===== config.mk =====
export PLATFORM = sky130hd
export DESIGN_NAME = arp_reply_tx
export DESIGN_NICKNAME = d
export VERILOG_FILES = /design/src/rtl/arp_reply_tx_pkg.sv /design/src/rtl/arp_reply_byte_mux.sv /design/src/rtl/arp_reply_tx.sv
export SDC_FILE = /design/constraint.sdc
export NUM_CORES = 1
export LEC_CHECK = 0
export CAP_MARGIN = 20
export CORE_MARGIN = 4
export CORE_UTILIZATION = 52
export DETAILED_ROUTE_END_ITERATION = 16
export GPL_TIMING_DRIVEN = 0
export PLACE_DENSITY = 0.81
export SLEW_MARGIN = 5
export SYNTH_ARGS = -nofsm -noshare
export SYNTH_HDL_FRONTEND = slang
export SYNTH_SLANG_ARGS = --single-unit

===== constraint.sdc =====
create_clock -name clk -period 5.13 [get_ports clk]
set_input_delay 1.026 -clock clk [delete_from_list [all_inputs] [get_ports clk]]
set_output_delay 1.026 -clock clk [all_outputs]
set_load 0.1 [all_outputs]

===== src/rtl/arp_reply_tx_pkg.sv =====
// arp_reply_tx_pkg: shared ARP/Ethernet constants, TX state encodings and the
// latched-field record used by the ARP reply transmitter.
//
// Build option: ARP_TX_PAD_EN. When defined, the frame is padded with zeros
// to the 60-byte Ethernet minimum. Otherwise it is 42 bytes and the MAC pads.
package arp_reply_tx_pkg;

  localparam logic [47:0] BRDCAST_DEST_ADDR = 48'hFFFF_FFFF_FFFF;
  localparam logic [15:0] ARP_FRAME_TYPE    = 16'h0806;
  localparam logic [15:0] ETH_HW_TYPE       = 16'h0001;
  localparam logic [15:0] IP_PROT_TYPE      = 16'h0800;
  localparam logic [7:0]  ETH_HW_LEN        = 8'h06;
  localparam logic [7:0]  IP_PROT_LEN       = 8'h04;

  localparam logic [15:0] REPLY_ARP_OP      = 16'h0002;
  localparam int          ARP_FRAME_LEN     = 42;
  localparam int          ETH_MIN_FRAME_LEN = 60;

`ifdef ARP_TX_PAD_EN
  localparam int FRAME_LEN = ETH_MIN_FRAME_LEN;
`else
  localparam int FRAME_LEN = ARP_FRAME_LEN;
`endif

  typedef enum logic [1:0] {
    TX_IDLE  = 2'd0,
    TX_FRAME = 2'd1,
    TX_GAP   = 2'd2
  } tx_state_e;

  // Fields captured at request acceptance; held for the whole frame.
  typedef struct packed {
    logic [47:0] my_mac;
    logic [31:0] my_ip;
    logic [47:0] dest_mac;
    logic [31:0] dest_ip;
  } arp_fields_t;

endpackage


===== src/rtl/arp_reply_byte_mux.sv =====
// arp_reply_byte_mux: combinational map from byte index to ARP reply byte.
//   idx_i    : byte index within the frame (0..63)
//   fields_i : latched MAC/IP fields
//   byte_o   : frame byte at idx_i; 0x00 for idx_i >= 42 (padding region)
module arp_reply_byte_mux
  import arp_reply_tx_pkg::*;
(
  input  logic [5:0]  idx_i,
  input  arp_fields_t fields_i,
  output logic [7:0]  byte_o
);

  // Whole 42-byte reply laid out MSB-first; byte 0 sits in the top octet.
  logic [ARP_FRAME_LEN*8-1:0] frame;
  logic [5:0]                 rev;

  assign frame = {fields_i.dest_mac, fields_i.my_mac, ARP_FRAME_TYPE,
                  ETH_HW_TYPE, IP_PROT_TYPE, ETH_HW_LEN, IP_PROT_LEN,
                  REPLY_ARP_OP, fields_i.my_mac, fields_i.my_ip,
                  fields_i.dest_mac, fields_i.dest_ip};

  always_comb begin
    byte_o = 8'h00;
    rev    = 6'(ARP_FRAME_LEN - 1) - idx_i;
    if (idx_i < 6'(ARP_FRAME_LEN))
      byte_o = frame[{rev, 3'b000} +: 8];
  end

endmodule


===== src/rtl/arp_reply_tx.sv =====
// arp_reply_tx: serialises an Ethernet II ARP reply onto an 8-bit
// valid/ready byte stream after a one-cycle request pulse.
//   clk, areset          : clock, synchronous active-high reset
//   my_mac, my_ip        : local addresses, sampled at acceptance
//   arp_send             : request pulse, accepted only when idle
//   dest_mac, dest_ip    : requester addresses, sampled with arp_send
//   tx_ready             : downstream accepts current byte
//   tx_valid/data/last   : byte stream out (registered)
//   busy                 : not idle
//   req_dropped          : pulse when a request arrives while busy
// Build option: ARP_TX_PAD_EN (pad frame to 60 bytes, see package).
module arp_reply_tx
  import arp_reply_tx_pkg::*;
#(
  parameter int IFG_CYCLES = 12
) (
  input  logic        clk,
  input  logic        areset,
  input  logic [47:0] my_mac,
  input  logic [31:0] my_ip,
  input  logic        arp_send,
  input  logic [47:0] dest_mac,
  input  logic [31:0] dest_ip,
  input  logic        tx_ready,
  output logic        tx_valid,
  output logic [7:0]  tx_data,
  output logic        tx_last,
  output logic        busy,
  output logic        req_dropped
);

  localparam int             GAP_W    = (IFG_CYCLES > 1) ? $clog2(IFG_CYCLES) : 1;
  localparam logic [5:0]     LAST_IDX = 6'(FRAME_LEN - 1);
  localparam logic [GAP_W-1:0] GAP_LAST = (IFG_CYCLES > 0) ? GAP_W'(IFG_CYCLES - 1) : '0;

  tx_state_e        state_q, state_d;
  logic [5:0]       idx_q, idx_d;
  logic [GAP_W-1:0] gap_q, gap_d;
  arp_fields_t      fields_q, fields_d;
  logic             drop_d;
  logic [7:0]       mux_byte;

  logic             tx_valid_q, tx_last_q, busy_q, drop_q;
  logic [7:0]       tx_data_q;

  // Mux is driven by next-state values so the output byte is registered
  // alongside the index that selects it; stalls hold idx, so data holds.
  arp_reply_byte_mux u_mux (
    .idx_i    (idx_d),
    .fields_i (fields_d),
    .byte_o   (mux_byte)
  );

  always_comb begin
    state_d  = state_q;
    idx_d    = idx_q;
    gap_d    = gap_q;
    fields_d = fields_q;
    drop_d   = 1'b0;
    unique case (state_q)
      TX_IDLE: begin
        idx_d = '0;
        gap_d = '0;
        if (arp_send) begin
          fields_d.my_mac   = my_mac;
          fields_d.my_ip    = my_ip;
          fields_d.dest_mac = dest_mac;
          fields_d.dest_ip  = dest_ip;
          state_d           = TX_FRAME;
        end
      end
      TX_FRAME: begin
        drop_d = arp_send;
        if (tx_valid_q && tx_ready) begin
          if (idx_q == LAST_IDX)
            state_d = (IFG_CYCLES == 0) ? TX_IDLE : TX_GAP;
          else
            idx_d = idx_q + 6'd1;
        end
      end
      TX_GAP: begin
        drop_d = arp_send;
        gap_d  = gap_q + GAP_W'(1);
        if (gap_q == GAP_LAST)
          state_d = TX_IDLE;
      end
      default: state_d = TX_IDLE;
    endcase
  end

  always_ff @(posedge clk) begin
    if (areset) begin
      state_q    <= TX_IDLE;
      idx_q      <= '0;
      gap_q      <= '0;
      fields_q   <= '0;
      tx_valid_q <= 1'b0;
      tx_data_q  <= 8'h00;
      tx_last_q  <= 1'b0;
      busy_q     <= 1'b0;
      drop_q     <= 1'b0;
    end else begin
      state_q    <= state_d;
      idx_q      <= idx_d;
      gap_q      <= gap_d;
      fields_q   <= fields_d;
      tx_valid_q <= (state_d == TX_FRAME);
      tx_data_q  <= (state_d == TX_FRAME) ? mux_byte : 8'h00;
      tx_last_q  <= (state_d == TX_FRAME) && (idx_d == LAST_IDX);
      busy_q     <= (state_d != TX_IDLE);
      drop_q     <= drop_d;
    end
  end

  assign tx_valid    = tx_valid_q;
  assign tx_data     = tx_data_q;
  assign tx_last     = tx_last_q;
  assign busy        = busy_q;
  assign req_dropped = drop_q;

endmodule

# Word-level counts from Yosys, hierarchy flattened

Index checks and enable logic that the tools add are counted.

Logic and storage cells: 45
Bits of input ports: 164
Flip-flop bits (word level): 184
Output and inout bits: 12

Add/subtract/negate cells: 3
Equal/unequal tests: 6
Shifts and indexed selects: 1
Multiplexer cells: 11
$lt $le $gt $ge: 1
Reductions and logical operators: 8
Bitwise logic cells: 3

Operators by type and width:

| cell                                                            | number |
|---|---|
| 336-bit by 10-bit variable part select with 8-bit output        | 1 |
| 160-bit 2-to-1 mux                                              | 2 |
| 6-bit == test, second input constant                            | 2 |
| 6-bit 2-to-1 mux                                                | 2 |
| 6-bit one-hot mux with 2 select lines                           | 1 |
| 2-bit 2-to-1 mux                                                | 4 |
| 4-bit one-hot mux with 2 select lines                           | 1 |
| 6-bit by 1-bit adder with 6-bit output, second input constant   | 1 |
| 6-bit less-than comparator, second input constant               | 1 |
| 2-bit one-hot mux with 3 select lines                           | 1 |
| 6-bit subtractor, first input constant                          | 1 |
| 4-bit by 1-bit adder with 4-bit output, second input constant   | 1 |
| 2-bit by 1-bit == test with 1-bit output, second input constant | 2 |
| 4-bit == test, second input constant                            | 1 |
| 2-bit nonzero test                                              | 2 |
| 2-bit OR reduction                                              | 2 |
| 1-bit NOT                                                       | 3 |
| 3-bit OR reduction                                              | 1 |
| 2-bit == test, second input constant                            | 1 |
| 1-bit logical AND                                               | 2 |
| 2-bit logical NOT                                               | 1 |

# Logic depth before layout (Yosys ltp)

Gate-level depths: netlist of run 1.

Word-level depth: 7
Gate-level depth with buffers: 17
Mapped depth without buffers: 12

# By module

A second synthesis of run 1 with hierarchy kept.

Cells, all modules: 850
Area total of the unflattened synthesis: 9320.2 µm²

By module, submodules not included:

| module             | area an instance (µm²) | cells each | times used |
|---|---|---|---|
| arp_reply_tx       | 7315.8                 | 642        | 1 |
| arp_reply_byte_mux | 2004.4                 | 208        | 1 |

# Worst setup path before layout of run 1

Ideal clock, no wire load.

Path kind: flip-flop to flip-flop
Start: register tx_valid_q, in the netlist tx_valid
End: register tx_data_q[2], in the netlist tx_data[2]
Cell stages (with the launch flop): 14
Period minus slack after synthesis: 3.989 ns
Buffers on the path: 3
Library setup time: 0.092 ns
Arrival: 3.896 ns
Setup slack: 1.141 ns
Path through: dfxtp_1 > nand2_1 > a2111o_1 > nand2_2 > inv_2 > buf_4 > buf_2 > ha_1 > buf_1 > xor2_2 > nor3_1 > a32oi_1 > nor3b_2 > o32ai_1

Word-level cells in the longest chain between the ends: 6
Elaborated cells between the ends (all ways): 12
Classes of those cells: 1 x add/sub; 1 x order compare; 1 x eq/ne; 1 x shift; 4 x mux; 2 x bitwise; 2 x reduce/logical

RTL lines:

| element                                                                  | line                | text |
|---|---|---|
| start: declaration                                                       | arp_reply_tx.sv:43  | `logic tx_valid_q, tx_last_q, busy_q, drop_q;` |
| start signal: assignment                                                 | arp_reply_tx.sv:107 | `tx_valid_q <= (state_d == TX_FRAME);` |
| 1-bit logical AND *                                                      | arp_reply_tx.sv:74  | `if (tx_valid_q && tx_ready) begin` |
| parallel branches: the longest is 5 deep, another holds 6-bit subtractor | -                   |  |
| end signal: assignment                                                   | arp_reply_tx.sv:108 | `tx_data_q <= (state_d == TX_FRAME) ? mux_byte : 8'h00;` |
| end: declaration                                                         | arp_reply_tx.sv:44  | `logic [7:0] tx_data_q;` |

Every way passes the cells marked *.
A chain may end at the register's enable or synchronous reset.

# Worst setup path after layout of run 1

Start: input tx_ready
End: register tx_data_q[6], in the netlist tx_data[6]

Word-level cells in the longest chain between the ends: 6
Elaborated cells between the ends (all ways): 12
Classes of those cells: 1 x add/sub; 1 x order compare; 1 x eq/ne; 1 x shift; 4 x mux; 2 x bitwise; 2 x reduce/logical

RTL lines:

| element                                                                  | line               | text |
|---|---|---|
| start: declaration                                                       | arp_reply_tx.sv:24 | `input logic tx_ready,` |
| 1-bit logical AND *                                                      | arp_reply_tx.sv:74 |  |
| parallel branches: the longest is 5 deep, another holds 6-bit subtractor | -                  |  |

Marks and branches as above.

==> results.txt, run 1 <==
Wirelength per Cell: 19.9 um
Share of cells above drive strength 1: 10.1%
Kind of critical path: input port to flip-flop
Worst-path cell with the longest stage delay: clkdlybuf4s50_1
Yosys cell types: 67
Critical-path cell list: clkdlybuf4s50_1, nand2_1, a221oi_2, nand2_2, inv_2, buf_4, buf_2, ha_1, buf_1, xor2_2, buf_4, mux4_2, o211ai_1, o32ai_1, a221oi_1
Clock transition at the registers of the reported paths: 70 ps
Number of flops mapped to enable cells by yosys: 0
CP max stage delay: 550 ps
Outcome: finished clean
Final setup skew: 7.51 ps
Area leader, netlist: dfxtp_1
Setup TNS Final: 0 ps
Post-DP HPWL: 19.7 mm
Crit. End Element: flip-flop
Largest net degree at the start of global routing: 17
Register area share after synthesis: 42.5%
IO Count: 176
Num CTS Buffers: 17
Util after Layout: 70.1%
Inst Count DP: 1298
Switch Pwr: 951 uW
Die area: 0.0188 sq mm
Max Clock Freq: 206 MHz
Die X: 137 um
Cell Rows: 46
Clock power frac: 37.5%
Vias in the first global route: 7106
CTS sink cnt: 184
Area delta synth->final: 30.3%
IO buf count: 175
DRC Markers: 0
WP buf/inv: 6
Synth Net Count: 1080
Syn Area/Cell: 9.57 sq um
Synth Flop Type: dfxtp_1
Pwr Density: 315 mW/mm^2
Combinational power share: 18.9%
Yosys warnings: 0
Slew HR: 34.5%
Critical Path RT: 5430 ps
CP arrival: 5170 ps
Hold Fails Final Rpt: 0
Starting Density: 53.8%
Max Cap Viol: 0
Chip Height: 137 um
Routability cong.: 0.924
Routed WL: 26.4 mm
Finished Cell Area: 0.0113 sq mm
Worst-path maximum fanout: 11
Clock root cell: clkbuf_16
H-tree Lvls: 4
Yosys top cell area share: 42.5%
CTS tree: yes
Int Pwr: 2.61 mW
Part of the power in registers: 43.6%
Leak: 4.94 nW
Core area: 0.0161 sq mm
Antenna diode count: 0
Most frequent CP cell: buf_4
Flops & latches, synth: 184
Clock Latency Late Sink: 440 ps
Post-DP Area: 0.0107 sq mm
Nets: 1275
Aggregate global-route resource usage: 27.9%
First-pass GRT wire length: 38.8 mm
Fin crit period: 4860 ps
RSZ-0062 raised after global routing: false
Post-CTS sizing: 0
Setup Viol. Count Final: 0
Non-filler instance count after layout: 1330
Antenna violations before repair: 0
CP Launch Type: input port
Top post-synthesis cells by area: dfxtp_1, mux2i_1, nor2_1
Setup Buffers After CTS: 0
Switching Fraction: 26.7%
GRT overflow: 0
DRT Pass-1 Iters: 5
Hold WS: 490 ps
CTS Hold Bufs: 0
Cell with the most instances after synthesis: mux2i_1
Period utilization: 94.8%
Via count: 7344
Slew @ Worst Pin: 980 ps
Ys async rst share: 0%
Top delay family on crit path: buffers and inverters
Slew Viols, Final: 0
Cells after Synth: 906
DR iter-0 viols: 669
DR vias/cell: 5.52
Commonest cells in the netlist: mux2i_1, nor2_1, dfxtp_1, nand2_1, clkbuf_1
Max Root-Sink Buffers: 2
HP Class: flip-flop to flip-flop
ANT nets after route: 0
Max IR drop VDD: 0.256 mV
Synthesized area: 0.00867 sq mm
[cells by family after synthesis]
family / after synthesis / synth area share (%)
and+or+nand+nor: 318 / 15.4
muxes: 235 / 27.9
DFF: 184 / 42.5
AOI/OAI and AO/OA: 84 / 7.65
buffers and inverters: 71 / 4.52
adders and majority gates: 10 / 1.44
xor gates and xnor gates: 4 / 0.664
[cell type report]
| type | count | area [sq um] |
|---|---|---|
| plain buffers | 63 | 359 |
| clock buffers | 22 | 484 |
| clock inverters | 10 | 118 |
| fillers | 1264 | 4810 |
| inverters | 8 | 32.5 |
| multi-input cells | 651 | 4600 |
| flip-flops and latches | 184 | 3680 |
| well taps | 216 | 270 |
| repair buffers | 176 | 1760 |
[flip-flops by register name, indices dropped and copies added (netlist names)]
name,flops
fields_q,160
tx_data,8
idx_q,6
gap_q,4
state_q,2
busy,1
req_dropped,1
tx_last,1
tx_valid,1
[layer usage]
layer  vias up  track usage, %  part of all wire [%]  wire length (um)
met3        44            5.96                   6.9              1810
met4         0            10.0                   2.7               711
met1      3496            35.6                    42             11100
met2       269            46.7                    48             12800
met5         -               0                     0                 0
li1       3535               -                     -                 -
[power groups by stage]
stage	sequential [mW]	clock [mW]	combinational, mW
finish	1.55	1.33	0.672
CTS	1.55	1.34	0.669
global route	1.56	1.40	0.718
floorplan	1.62	0	0.365
detailed placement	1.58	0	0.663
global placement	1.58	0	0.654
[through the flow]
stage | power [mW] | worst slack [ps]
5_1_grt | 3.68 | 137
3_5_place_dp | 2.25 | -85.3
4_1_cts | 3.56 | 351
2_1_floorplan | 1.98 | 1140
3_3_place_gp | 2.23 | -644
6_report | 3.56 | 266
[layout by cell type (no fill, tap or decap), drive strengths merged, types with 7 or more instances in the layout]
master,instances
mux2i,210
nor2,189
dfxtp,184
clkdlybuf4s50,175
nand2,71
clkbuf,46
buf,40
mux2,22
nand3,19
a21oi,12
o21ai,11
ha,10
inv,9
a211oi,8
nor3,7
[path summary, 6_finish.rpt]
kind           startpoint           end  slack (ps)  cells after the start
max              tx_ready    tx_data[6]         270                     15
min          fields_q[63]  fields_q[63]         490                      2
max reg2reg    state_q[1]    tx_data[6]         390                     17
min reg2reg  fields_q[63]  fields_q[63]         490                      2
[worst min-delay path: cells and delay by family, from the launching register on]
kind | cells | cell delay [ps]
and+or+nand+nor | 1 | 80
DFF | 1 | 310
muxes | 1 | 70
Power figures use the tool's default switching activity.
==> inputs of run 2 (changes only) <==
--- a/config.mk
+++ b/config.mk
@@ -6,7 +6,7 @@
 export NUM_CORES = 1
 export LEC_CHECK = 0
 export CAP_MARGIN = 20
-export CORE_MARGIN = 4
+export CORE_MARGIN = 2
 export CORE_UTILIZATION = 52
 export DETAILED_ROUTE_END_ITERATION = 16
 export GPL_TIMING_DRIVEN = 0
==> run 2 against run 1 <==
Sequential power about the same. Largest power group unchanged. Hold slack better by 2.8 ps. Critical endpoint is now tx_data[2]. Register-to-register slack got worse by 60 ps. Clock skew down 0.76 ps. Highest routed layer unchanged. Clock power increased by 9.8%. Worst setup slack worse by 120 ps. Global-route usage rose by 1.2 points. Utilization down 1.2 points. Via count up 2.2%. Die area decreased by 5.7%. Fmax decreased by 2.4%. Non-clock buffer count decreased by 1.
==> results.txt, run 2 (synthesis gave the netlist of run 1 again) <==
First-pass GRT wire length: 39.2 mm
IO buf count: 175
Cell Rows: 47
Die area: 0.0177 sq mm
Max Cap Viol: 0
Most frequent cells in the layout: mux2i_1, nor2_1, dfxtp_1, clkdlybuf4s50_1, nand2_1
Max Root-Sink Buffers: 2
Wirelength per Cell: 19.4 um
Core area: 0.0165 sq mm
Post-CTS sizing: 1
Clock transition at the registers of the reported paths: 60 ps
Total power: 3.69 mW
Vias in the first global route: 7299
Clock root cell: clkbuf_16
Slew Viols, Final: 0
Setup TNS Final: 0 ps
Finished Cell Area: 0.0114 sq mm
H-tree Lvls: 4
Routed WL: 25.9 mm
Setup Buffers After CTS: 0
Clock power frac: 39.5%
Period utilization: 97.2%
Part of the power in registers: 42.2%
CTS tree: yes
Slew @ Worst Pin: 968 ps
Via count: 7503
RSZ-0062 raised after global routing: false
Crit. End Element: flip-flop
GRT overflow: 0
Most common cell after layout, fill and taps aside: mux2i_1
Combinational power share: 18.3%
Setup Viol. Count Final: 0
DR iter-0 viols: 586
DR vias/cell: 5.63
Aggregate global-route resource usage: 29.2%
Starting Density: 52.7%
Outcome: finished clean
Antenna diode count: 0
Hold Fails Final Rpt: 0
Hold WS: 493 ps
Final setup skew: 6.75 ps
DRT Pass-1 Iters: 5
ANT nets after route: 0
CP Launch Type: input port
Largest reg by FF count: fields_q
Worst-path maximum fanout: 11
CTS Hold Bufs: 0
Max reg flops: 160
Kind of critical path: input port to flip-flop
Routability cong.: 0.954
Max Clock Freq: 201 MHz
Switch Pwr: 959 uW
Int Pwr: 2.73 mW
Largest net degree at the start of global routing: 17
DRC Markers: 0
CTS sink cnt: 184
Chip Height: 133 um
FF-to-FF path depth: 16
Max IR drop VDD: 0.245 mV
Post-DP Area: 0.0107 sq mm
Grt peak-use layer: met2
Pwr Density: 325 mW/mm^2
Slew HR: 35.2%
Hold path startpoint: fields_q[37]
Num CTS Buffers: 17
Area delta synth->final: 30.9%
Routing usage on met1: 36.8%
Switching Fraction: 26.0%
Die X: 133 um
Share of cells above drive strength 1: 10.2%
HP Class: flip-flop to flip-flop
Leak: 4.97 nW
Clock Latency Late Sink: 440 ps
Antenna violations before repair: 0
Critical Path RT: 5420 ps
R2r endpoint: tx_data[2]
GR met2 Demand/Resource: 49.4%
Hold path depth: 2
R2R Path Start: state_q[1]
Util after Layout: 69.0%
Met3 Use GR: 5.25%
Reg2Reg Setup Slack: 330 ps
Worst hold path endpoint: fields_q[37]
Fin crit period: 4990 ps
Nets: 1274
CP arrival: 5280 ps
IO Count: 176
Post-DP HPWL: 19.1 mm
-- run 2: cell count changes in the layout (fill, tap and decap cells not counted), sizes merged --
cell | previous run | this run
inv | 9 | 10
clkinvlp | 1 | 0
clkbuf | 46 | 43
bufinv | 2 | 5
buf | 40 | 39
clkinv | 6 | 5
-- run 2: area by class of cell --
class                           instances  area [sq um]
Buffer                                 63           359
Clock buffer                           19           453
Clock inverter                         12           196
Fill cell                            1310          5110
Inverter                                8          32.5
Multi-Input combinational cell        651          4600
Sequential cell                       184          3680
Tap cell                              220           275
Timing Repair Buffer                  175          1750
-- run 2: worst max-delay path: stages --
cell             delay [ps]
clkdlybuf4s50_1         560
nand2_1                 170
a221oi_2                290
nand2_2                 220
inv_2                   140
buf_4                   240
buf_2                   360
ha_1                    210
buf_1                   340
xor2_2                  190
nor3_2                  490
a32oi_1                 340
nor3b_2                 250
o32ai_1                 430
-- run 2: routing by layer --
metal | wire [um] | up-vias
met4 | 874 | 0
met5 | 0 | -
met3 | 1920 | 56
met2 | 12400 | 351
li1 | - | 3530
met1 | 10600 | 3566
-- run 2: power by group through the flow --
stage	registers, mW	clock network, mW	logic [mW]
global placement	1.58	0	0.653
floorplan	1.62	0	0.365
detailed placement	1.58	0	0.662
CTS	1.55	1.45	0.670
finish	1.55	1.46	0.675
global route	1.56	1.51	0.717
-- run 2: worst max-delay path by stage --
stage | from | to | slack [ps] | depth (start not counted)
after floorplan | tx_valid | tx_data[2] | 1140 | 13
after global placement | tx_ready | tx_data[2] | -440 | 14
after detailed placement | tx_ready | tx_data[2] | -490 | 14
after CTS | tx_ready | tx_data[2] | 280 | 15
after global routing | tx_ready | tx_data[2] | 20 | 14
final | tx_ready | tx_data[2] | 140 | 14
-- run 2: metrics by stage --
stage	cells	setup WS [ps]
finish	1332	145
global route	1332	20.6
CTS	1332	277
detailed placement	1301	-491
global placement	1301	-440
floorplan	906	1140
